## src/rtl/ssd_scan_capture.sv

```systemverilog
// Rebuilds the 4-digit BCD value shown on a multiplexed active-low seven-segment
// display by sampling its anode and cathode lines on the shared scan clock.
module ssd_scan_capture #(
    parameter int HOLD    = 1,
    parameter int TIMEOUT = 64
) (
    input  logic        DCLK,
    input  logic        RST,
    input  logic [3:0]  AN_IN,
    input  logic [6:0]  SEG_IN,
    output logic [15:0] DOUT,
    output logic        DVALID,
    output logic        DUPD,
    output logic        ERR
);

    localparam logic [3:0]  HOLD_C = 4'(HOLD);
    localparam logic [15:0] TMO_C  = 16'(TIMEOUT);

    typedef enum logic [1:0] {
        IDLE,
        COLLECT,
        LOCKED
    } state_t;

    state_t      state;
    logic [3:0]  an_q;
    logic [6:0]  seg_q;
    logic        prev_ok;
    logic [1:0]  prev_idx;
    logic [6:0]  prev_seg;
    logic [3:0]  run;
    logic [15:0] tmo;
    logic [3:0]  mask;
    logic [15:0] shadow;

    logic        idx_ok;
    logic [1:0]  idx;
    logic        dig_ok;
    logic [3:0]  nib;
    logic        same;
    logic [3:0]  run_next;
    logic        accept;
    logic        good;
    logic        bad;
    logic [15:0] tmo_next;
    logic        expire;
    logic [3:0]  mask_new;
    logic [15:0] frame;

    // Only a single low anode line names a digit; blank and multi-select are unusable.
    always_comb begin
        idx_ok = 1'b1;
        idx    = 2'd0;
        case (an_q)
            4'b1110: idx = 2'd0;
            4'b1101: idx = 2'd1;
            4'b1011: idx = 2'd2;
            4'b0111: idx = 2'd3;
            default: idx_ok = 1'b0;
        endcase
    end

    always_comb begin
        dig_ok = 1'b1;
        nib    = 4'd0;
        case (seg_q)
            7'b1000000: nib = 4'd0;
            7'b1111001: nib = 4'd1;
            7'b0100100: nib = 4'd2;
            7'b0110000: nib = 4'd3;
            7'b0011001: nib = 4'd4;
            7'b0010010: nib = 4'd5;
            7'b0000010: nib = 4'd6;
            7'b1111000: nib = 4'd7;
            7'b0000000: nib = 4'd8;
            7'b0010000: nib = 4'd9;
            default:    dig_ok = 1'b0;
        endcase
    end

    // The run fires once when it first reaches HOLD; a saturated run at HOLD=15 stays quiet.
    always_comb begin
        same     = idx_ok && prev_ok && (idx == prev_idx) && (seg_q == prev_seg);
        run_next = 4'd0;
        if (idx_ok) begin
            if (same)
                run_next = (run == 4'd15) ? run : run + 4'd1;
            else
                run_next = 4'd1;
        end
        accept   = idx_ok && (run_next == HOLD_C) && !(same && (run == HOLD_C));
        good     = accept && dig_ok;
        bad      = accept && !dig_ok;
        tmo_next = good ? 16'd0 : ((tmo == TMO_C) ? tmo : tmo + 16'd1);
        expire   = !good && (tmo_next == TMO_C);
        mask_new = mask | (4'b0001 << idx);
        frame    = shadow;
        frame[{idx, 2'b00} +: 4] = nib;
    end

    always_ff @(posedge DCLK) begin
        if (RST) begin
            an_q     <= 4'b1111;
            seg_q    <= 7'b1111111;
            prev_ok  <= 1'b0;
            prev_idx <= 2'd0;
            prev_seg <= 7'b1111111;
            run      <= 4'd0;
            tmo      <= 16'd0;
            mask     <= 4'd0;
            shadow   <= 16'd0;
            state    <= IDLE;
            DOUT     <= 16'd0;
            DVALID   <= 1'b0;
            DUPD     <= 1'b0;
            ERR      <= 1'b0;
        end else begin
            an_q     <= AN_IN;
            seg_q    <= SEG_IN;
            prev_ok  <= idx_ok;
            prev_idx <= idx;
            prev_seg <= seg_q;
            run      <= run_next;
            tmo      <= tmo_next;
            ERR      <= bad;
            DUPD     <= 1'b0;
            if (expire) begin
                state  <= IDLE;
                mask   <= 4'd0;
                DVALID <= 1'b0;
            end else if (good) begin
                case (state)
                    IDLE: begin
                        // A frame may only start at the least significant digit.
                        if (idx == 2'd0) begin
                            shadow <= frame;
                            mask   <= 4'b0001;
                            state  <= COLLECT;
                        end
                    end
                    default: begin
                        shadow <= frame;
                        if (mask_new == 4'b1111) begin
                            DOUT   <= frame;
                            DVALID <= 1'b1;
                            DUPD   <= !DVALID || (frame != DOUT);
                            mask   <= 4'd0;
                            state  <= LOCKED;
                        end else begin
                            mask <= mask_new;
                        end
                    end
                endcase
            end
        end
    end

endmodule
```

## config.mk

```make
export PLATFORM = sky130hd
export DESIGN_NAME = ssd_scan_capture
export DESIGN_NICKNAME = d
export VERILOG_FILES = /design/src/rtl/ssd_scan_capture.sv
export SDC_FILE = /design/constraint.sdc
export NUM_CORES = 1
export LEC_CHECK = 0
export ABC_AREA = 1
export BUFFER_PORTS_ARGS = -buffer_cell sky130_fd_sc_hd__buf_2
export CORE_AREA = 2 2 88 90
export CTS_CLUSTER_SIZE = 25
export DETAILED_ROUTE_END_ITERATION = 10
export DIE_AREA = 0 0 90 92
export PLACE_DENSITY = 0.78
export REMOVE_ABC_BUFFERS = 1
export SLEW_MARGIN = 20
export SYNTH_ARGS = -nofsm -noshare
export SYNTH_HDL_FRONTEND = slang
export SYNTH_SLANG_ARGS = --single-unit
export TNS_END_PERCENT = 1
```

## constraint.sdc

```tcl
create_clock -name DCLK -period 2.8 [get_ports DCLK]
set_clock_uncertainty 0.05 [all_clocks]
set_input_delay 0.42 -clock DCLK [delete_from_list [all_inputs] [get_ports DCLK]]
set_output_delay 0.42 -clock DCLK [all_outputs]
set_load 0.02 [all_outputs]
```

==> load_flow_metrics.sql, run 1 <==
INSERT INTO impl_metrics (metric_group, metric, value, unit) VALUES
('synthesis', 'synth-seq-area-share', '38.11', '%'),
('pwr', 'vdd_drop_max', '0.2876', 'mV'),
('clocking', 'clk_path_buf_depth', '2', ''),
('sta', 'fin_worst_hold_slack', '191.6', 'ps'),
('clocking', 'clk_root_buffer_cell', 'clkbuf_8', ''),
('clocking', 'cts.sink_count', '82', ''),
('sta', 'unrepaired_setup_endpoints_after_global_routing', 'false', ''),
('pwr', 'power.switching_fraction', '26.23', '%'),
('cells_and_area', 'final_layout_size_suffix_gt1_share', '13.20', '%'),
('place', 'final_estimated_routing_congestion_in_global_placement', '0.8634', ''),
('sta', 'max_freq', '388.4', 'MHz'),
('setup_path', 'worstSetupPathType', 'reg2reg', ''),
('sta', 'final_min_period_over_clock_period', '91.95', '%'),
('sta', 'finalHoldViolations', '0', ''),
('global_route', 'first_global_vias', '3811', ''),
('clocking', 'clk_pin_slew_worst_paths', '80', 'ps'),
('clocking', 'cts_tree', 'built', ''),
('setup_path', 'worst-endpoint-arrival', '2790', 'ps'),
('global_route', 'grt_pass1_wl', '16580', 'µm'),
('min_path', 'worst_hold_startpoint', 'SEG_IN[4]', ''),
('sta', 'slew_headroom', '64.04', '%'),
('setup_path', 'cp.required', '3010', 'ps'),
('setup_path', 'cp-startpoint', 'an_q[1]', ''),
('route', 'wire_per_inst', '12.02', 'µm'),
('floorplanning', 'die_area', '8280', 'µm²'),
('setup_path', 'critical_path.cell_chain', 'inv_1 > nand2_1 > nand4_2 > ha_1 > nor3_1 > and2_1 > nand2_1 > o21ai_0 > nor2_1 > nor2_1 > nand3_1 > nor2_1 > nand3_1 > nand2_1 > inv_1', ''),
('pwr', 'p_total', '0.002248', 'W'),
('synthesis', 'netlist_area', '4308', 'µm²'),
('pwr', 'pwr-share-clk', '36.8', '%'),
('status', 'outcome', 'finished, final reports clean', ''),
('pwr', 'power.net_switching', '0.0005897', 'W'),
('sta', 'report.final.setup_viol', '0', ''),
('place', 'dp.cells', '768', ''),
('setup_path', 'timing.reg2reg.setup_slack', '230', 'ps'),
('cells_and_area', 'final_cells', '784', ''),
('global_route', 'number_of_antenna_violations_at_the_first_check_in_global_routing', '0', ''),
('route', 'num_vias', '4000', ''),
('synthesis', 'postSynth.asyncResetShare', '0', '%'),
('route', 'drt_drc_violations_left', '0', ''),
('route', 'viasPerCell', '5.102', ''),
('pwr', 'pwr-share-comb', '9.4', '%'),
('route', 'detailedRoute.firstPassIterationCount', '5', ''),
('floorplanning', 'ioPinCount', '32', ''),
('place', 'place.detailed.hpwl', '6925', 'µm'),
('clocking', 'cts_buffers', '9', ''),
('sta', 'final_period_minus_worst_setup_slack', '2575', 'ps'),
('pwr', 'power_per_cell_area', '471.1', 'nW/µm²'),
('global_route', 'grt_util_all_layers', '24.32', '%'),
('pwr', 'pwr-share-seq', '53.8', '%'),
('route', 'detailed_router_s_first_iteration_violation_count', '214', ''),
('setup_path', 'slowest_delay', '410', 'ps'),
('clocking', 'cts_hold_buffers', '0', ''),
('place', 'post-place-ws', '274.8', 'ps'),
('setup_path', 'critical_path_peak_fanout', '5', ''),
('cells_and_area', 'layout-area-overhead-vs-synth', '10.75', '%'),
('clocking', 'cts_max_level', '3', ''),
('setup_path', 'critical_path_slowest_stage_cell', 'ha_1', ''),
('synthesis', 'synth_enable_flop_cells', '0', ''),
('global_route', 'globalRoute.totalOverflow', '0', ''),
('synthesis', 'synth-main-ff-cell', 'dfxtp_1', ''),
('synthesis', 'synth.yosys.warnings', '0', ''),
('cells_and_area', 'mostFrequentLayoutCells', 'nand2_1 (128), nor2_1 (120), inv_1 (95), dfxtp_1 (82), nand3_1 (36)', ''),
('floorplanning', 'std_cell_rows', '32', ''),
('synthesis', 'postSynthAreaPerCell', '6.731', 'µm²'),
('setup_path', 'crit_path_start_kind', 'register', ''),
('floorplanning', 'die_h', '92', 'µm'),
('sta', 'tightestPinTransition', '538.9', 'ps'),
('synthesis', 'ys_seq_elements', '82', ''),
('floorplanning', 'die_w', '90', 'µm'),
('pwr', 'power_report.internal_total', '0.001658', 'W'),
('pwr', 'static-leakage-power', '2.171', 'nW');
-- worst paths after layout --
| check | to | cells after the start |
|---|---|---|
| worst max-delay path | DUPD | 15 |
| worst min-delay path | seg_q[4] | 2 |
| worst max register to register | DUPD | 15 |
| worst min register to register | shadow[2] | 2 |
-- flip-flops by register name (all words and copies together) (netlist names) --
name and flops:
ERR 1, an_q 4, prev_ok 1, tmo 16, DUPD 1, state 2, DOUT 16, mask 4
seg_q 7, prev_idx 2, shadow 16, run 4, DVALID 1, prev_seg 7
-- cells by family (layout without fill, tap and decap cells) --
group,count (synthesis),in the layout,synth area share (%)
xor gates and xnor gates,18,18,3.834
DFF,82,82,38.11
AOI/OAI and AO/OA,67,67,8.452
buffers and inverters,114,156,10.48
and+or+nand+nor,350,350,36.51
adders and majority gates,9,9,2.614
-- cell usage after synthesis, types with 3 or more instances --
library cell / instances / area share, %
a21oi_1: 18 / 2.1
buf_2: 3 / 0.35
clkbuf_1: 7 / 0.61
dfxtp_1: 82 / 38
ha_1: 9 / 2.6
inv_1: 95 / 8.3
inv_2: 5 / 0.44
nand2_1: 128 / 11
nand2_2: 4 / 0.58
nand3_1: 36 / 4.2
nand3b_1: 5 / 0.87
nand4_1: 15 / 2.2
nor2_1: 120 / 10
nor2_2: 3 / 0.44
nor3_1: 12 / 1.4
o21ai_0: 33 / 3.8
o21ai_1: 12 / 1.4
or2_2: 13 / 1.9
xnor2_1: 3 / 0.61
xor2_1: 14 / 2.8
-- cell type report --
class,count,area [µm²]
repair buffers,39,215.2
multi-input cells,444,2215
fillers,707,2676
clock buffers,13,168.9
well taps,102,127.6
flip-flops and latches,82,1642
clock inverters,3,22.52
inverters,101,380.4
-- worst max-delay path, delay by kind of cell, from the launching register on --
family          cells  cell delay (ps)
buf+inv             2              130
fa+ha+maj           1              410
flops               1              380
compound gates      1              190
simple gates       11             1300
-- metal layers --
metal  wire (µm)  share of wire [%]  vias up  track usage [%]
met5           0                  0        -                0
met4         133                1.4        0            6.923
met3         355                3.8       15            4.684
met2        4603                 49       82            43.67
met1        4333                 46     1829            29.70
li1            -                  -     2074                -
-- power by group through the flow --
stage               sequential, W  clock (W)  combinational [W]
floorplan                 0.00123          0           0.000148
global placement          0.00123          0           0.000201
detailed placement        0.00124          0           0.000208
CTS                       0.00121   0.000840           0.000209
global route              0.00121   0.000896           0.000239
finish                    0.00121   0.000828           0.000211
-- stage by stage --
step,util (%),cell area [µm²]
finish,64.06,4771
global route,64.06,4771
CTS,64.06,4771
detailed placement,61.49,4579
global placement,61.49,4579
floorplan,-,4237
(Power assumes the default switching activity.)
==> inputs of run 2 (changes only) <==
BUFFER_PORTS_ARGS = -buffer_cell sky130_fd_sc_hd__buf_4   (was -buffer_cell sky130_fd_sc_hd__buf_2)
==> load_flow_metrics.sql, run 2 (synthesized netlist as in run 1, its figures left out) <==
INSERT INTO impl_metrics (metric_group, metric, value, unit) VALUES
('sta', 'final_min_period_over_clock_period', '90.04', '%'),
('floorplanning', 'placeableCoreArea', '7447', 'µm²'),
('cells_and_area', 'n_fill_cell', '688', ''),
('sta', 'max_freq', '396.7', 'MHz'),
('clocking', 'insertion_delay', '350', 'ps'),
('pwr', 'static-leakage-power', '2.205', 'nW'),
('global_route', 'globalRoute.totalOverflow', '0', ''),
('setup_path', 'timing.critical_path.max_delay_family', 'simple AND/OR/NAND/NOR gates', ''),
('sta', 'report.final.setup_viol', '0', ''),
('pwr', 'power_per_cell_area', '489.6', 'nW/µm²'),
('sta', 'tightestPinTransition', '530.9', 'ps'),
('min_path', 'holdPathEnd', 'an_q[1]', ''),
('cells_and_area', 'layout-area-overhead-vs-synth', '13.51', '%'),
('route', 'drt_drc_violations_left', '0', ''),
('sta', 'fin_setup_tns', '0', 'ps'),
('setup_path', 'slowest_delay', '420', 'ps'),
('setup_path', 'crit_path_start_kind', 'register', ''),
('min_path', 'worst_hold_startpoint', 'AN_IN[1]', ''),
('clocking', 'cts_buffers', '9', ''),
('cells_and_area', 'layout_commonest_cell', 'nand2_1', ''),
('clocking', 'clk_pin_slew_worst_paths', '90', 'ps'),
('cells_and_area', 'mostFrequentLayoutCells', 'nand2_1 (128), nor2_1 (120), inv_1 (95), dfxtp_1 (82), buf_4 (39)', ''),
('place', 'port-buffer-count', '31', ''),
('cells_and_area', 'largest_registers', 'DOUT: 16 flops, shadow: 16 flops, tmo: 16 flops', ''),
('floorplanning', 'die_area', '8280', 'µm²'),
('setup_path', 'reg2regPathDepth', '10', ''),
('cells_and_area', 'postLayoutCellArea', '4890', 'µm²'),
('clocking', 'cts_tree', 'built', ''),
('sta', 'slew_violations', '0', ''),
('place', 'place.detailed.hpwl', '6905', 'µm'),
('sta', 'final_period_minus_worst_setup_slack', '2521', 'ps'),
('floorplanning', 'ioPinCount', '32', ''),
('min_path', 'hold-path-cell-count', '2', ''),
('cells_and_area', 'ff_latch_area', '1642', 'µm²'),
('global_route', 'first_global_vias', '3667', ''),
('setup_path', 'r2r-end', 'DOUT[7]', ''),
('global_route', 'number_of_antenna_violations_at_the_first_check_in_global_routing', '0', ''),
('sta', 'fin_worst_hold_slack', '194.1', 'ps'),
('global_route', 'grt_util_all_layers', '24.04', '%'),
('sta', 'unrepaired_setup_endpoints_after_global_routing', 'false', ''),
('setup_path', 'worst-endpoint-arrival', '2710', 'ps'),
('route', 'num_vias', '3968', ''),
('setup_path', 'critical_path_peak_fanout', '18', ''),
('job', 'maxCapViolations', '0', ''),
('floorplanning', 'initial_utilization', '57.85', '%'),
('setup_path', 'critical_path_slowest_stage_cell', 'dfxtp_1', ''),
('clocking', 'cts_setup_buffers', '0', ''),
('floorplanning', 'die_w', '90', 'µm'),
('sta', 'final_critical_path_setup_slack', '279.0', 'ps'),
('clocking', 'clk_root_buffer_cell', 'clkbuf_8', ''),
('cells_and_area', 'final_layout_size_suffix_gt1_share', '13.49', '%'),
('place', 'final_estimated_routing_congestion_in_global_placement', '0.8774', ''),
('global_route', 'grt_pass1_wl', '16310', 'µm'),
('route', 'final_antenna_net_count', '0', ''),
('sta', 'slew_headroom', '64.57', '%'),
('global_route', 'pin_count_of_the_biggest_net_entering_global_routing', '27', ''),
('setup_path', 'timing.reg2reg.setup_slack', '280', 'ps'),
('clocking', 'cts_max_level', '3', ''),
('pwr', 'p_total', '0.002394', 'W'),
('min_path', 'hold_class', 'in2reg', ''),
('route', 'detailedRoute.firstPassIterationCount', '6', ''),
('floorplanning', 'std_cell_rows', '32', ''),
('cells_and_area', 'multiInputGateArea', '2220', 'µm²'),
('route', 'wire_per_inst', '12.10', 'µm'),
('sta', 'finalHoldViolations', '0', ''),
('status', 'outcome', 'finished, final reports clean', ''),
('route', 'viasPerCell', '5.061', ''),
('setup_path', 'worstSetupPathType', 'reg2reg', ''),
('place', 'placed_area', '4657', 'µm²'),
('cells_and_area', 'design.final.nets', '699', ''),
('clocking', 'cts.sink_count', '82', ''),
('route', 'detailed_router_s_first_iteration_violation_count', '248', ''),
('setup_path', 'type_of_element_capturing_the_critical_path', 'register', ''),
('pwr', 'vdd_drop_max', '0.3017', 'mV'),
('cells_and_area', 'n_antenna_cell', '0', ''),
('setup_path', 'cp.required', '2990', 'ps'),
('place', 'post-place-ws', '300.3', 'ps'),
('setup_path', 'worstPathBufferInverterCount', '0', ''),
('clocking', 'clk_path_buf_depth', '2', ''),
('route', 'wl', '9485', 'µm'),
('setup_path', 'critical_path.reg2reg.startpoint', 'run[0]', ''),
('floorplanning', 'die_h', '92', 'µm'),
('setup_path', 'critical_path.cell_chain', 'ha_1 > nand3_1 > o211ai_2 > nand2_1 > o31ai_4 > nand3_4 > nor2_2 > nand2_4 > o21ai_0 > nor2_1', '');
[run 2: changes by cell type in the layout (fill, tap and decap cells not counted), sizes merged]
cell      before  now
clkbuf        13   10
clkinv         1    4
bufinv         0    2
clkinvlp       3    1
[run 2: area by class of cell]
type / count / area share (%)
tap: 102 / 2.610
multi-input combinational: 444 / 45.39
clock buffer: 10 / 2.815
sequential: 82 / 33.57
clock inverter: 6 / 1.842
timing repair buffer: 39 / 5.988
inverter: 101 / 7.779
[run 2: metal layers]
metal | vias to the layer above | share of wire, % | GRT usage [%]
li1 | 2079 | - | -
met1 | 1803 | 47 | 30.73
met2 | 74 | 47 | 41.23
met3 | 12 | 3.9 | 4.601
met4 | 0 | 1.3 | 7.564
met5 | - | 0 | 0
[run 2: how the worst max path moves through the flow]
stage               startpoint  cells after the start       to  slack (ps)
finish                  run[0]                     10  DOUT[7]         280
global route           an_q[1]                     15     DUPD          50
CTS                     run[0]                     10  DOUT[7]         260
detailed placement      run[0]                     10  DOUT[7]         300
global placement       an_q[3]                     15     DUPD         350
floorplan              an_q[0]                     11   DVALID         350
[run 2: stage by stage]
step                utilization (%)  instances
finish                        65.66        784
global route                  65.66        784
CTS                           65.59        784
detailed placement            62.53        768
global placement              62.53        768
floorplan                         -        627
[run 2: power by group]
| group | leakage (nW) | switching [W] | internal [W] |
|---|---|---|---|
| registers | 0.667 | 0.0000196 | 0.00119 |
| logic | 1.43 | 0.000139 | 0.0000796 |
| clock network | 0.112 | 0.000439 | 0.000528 |
[run 2: timing repair]
action                                  4_1_cts  5_1_grt
endpoints found under the hold margin         0        0
hold buffers                                  0        0
resized for setup                             0        1
endpoints found under the setup margin        0        1
[run 2: worst register-to-register path: cells and delay by family, from the launching register on]
family                     cells  cell delay (ps)
and+or+nand+nor                6              900
DFF                            1              420
adders and majority gates      1              220
AOI/OAI and AO/OA              3              820
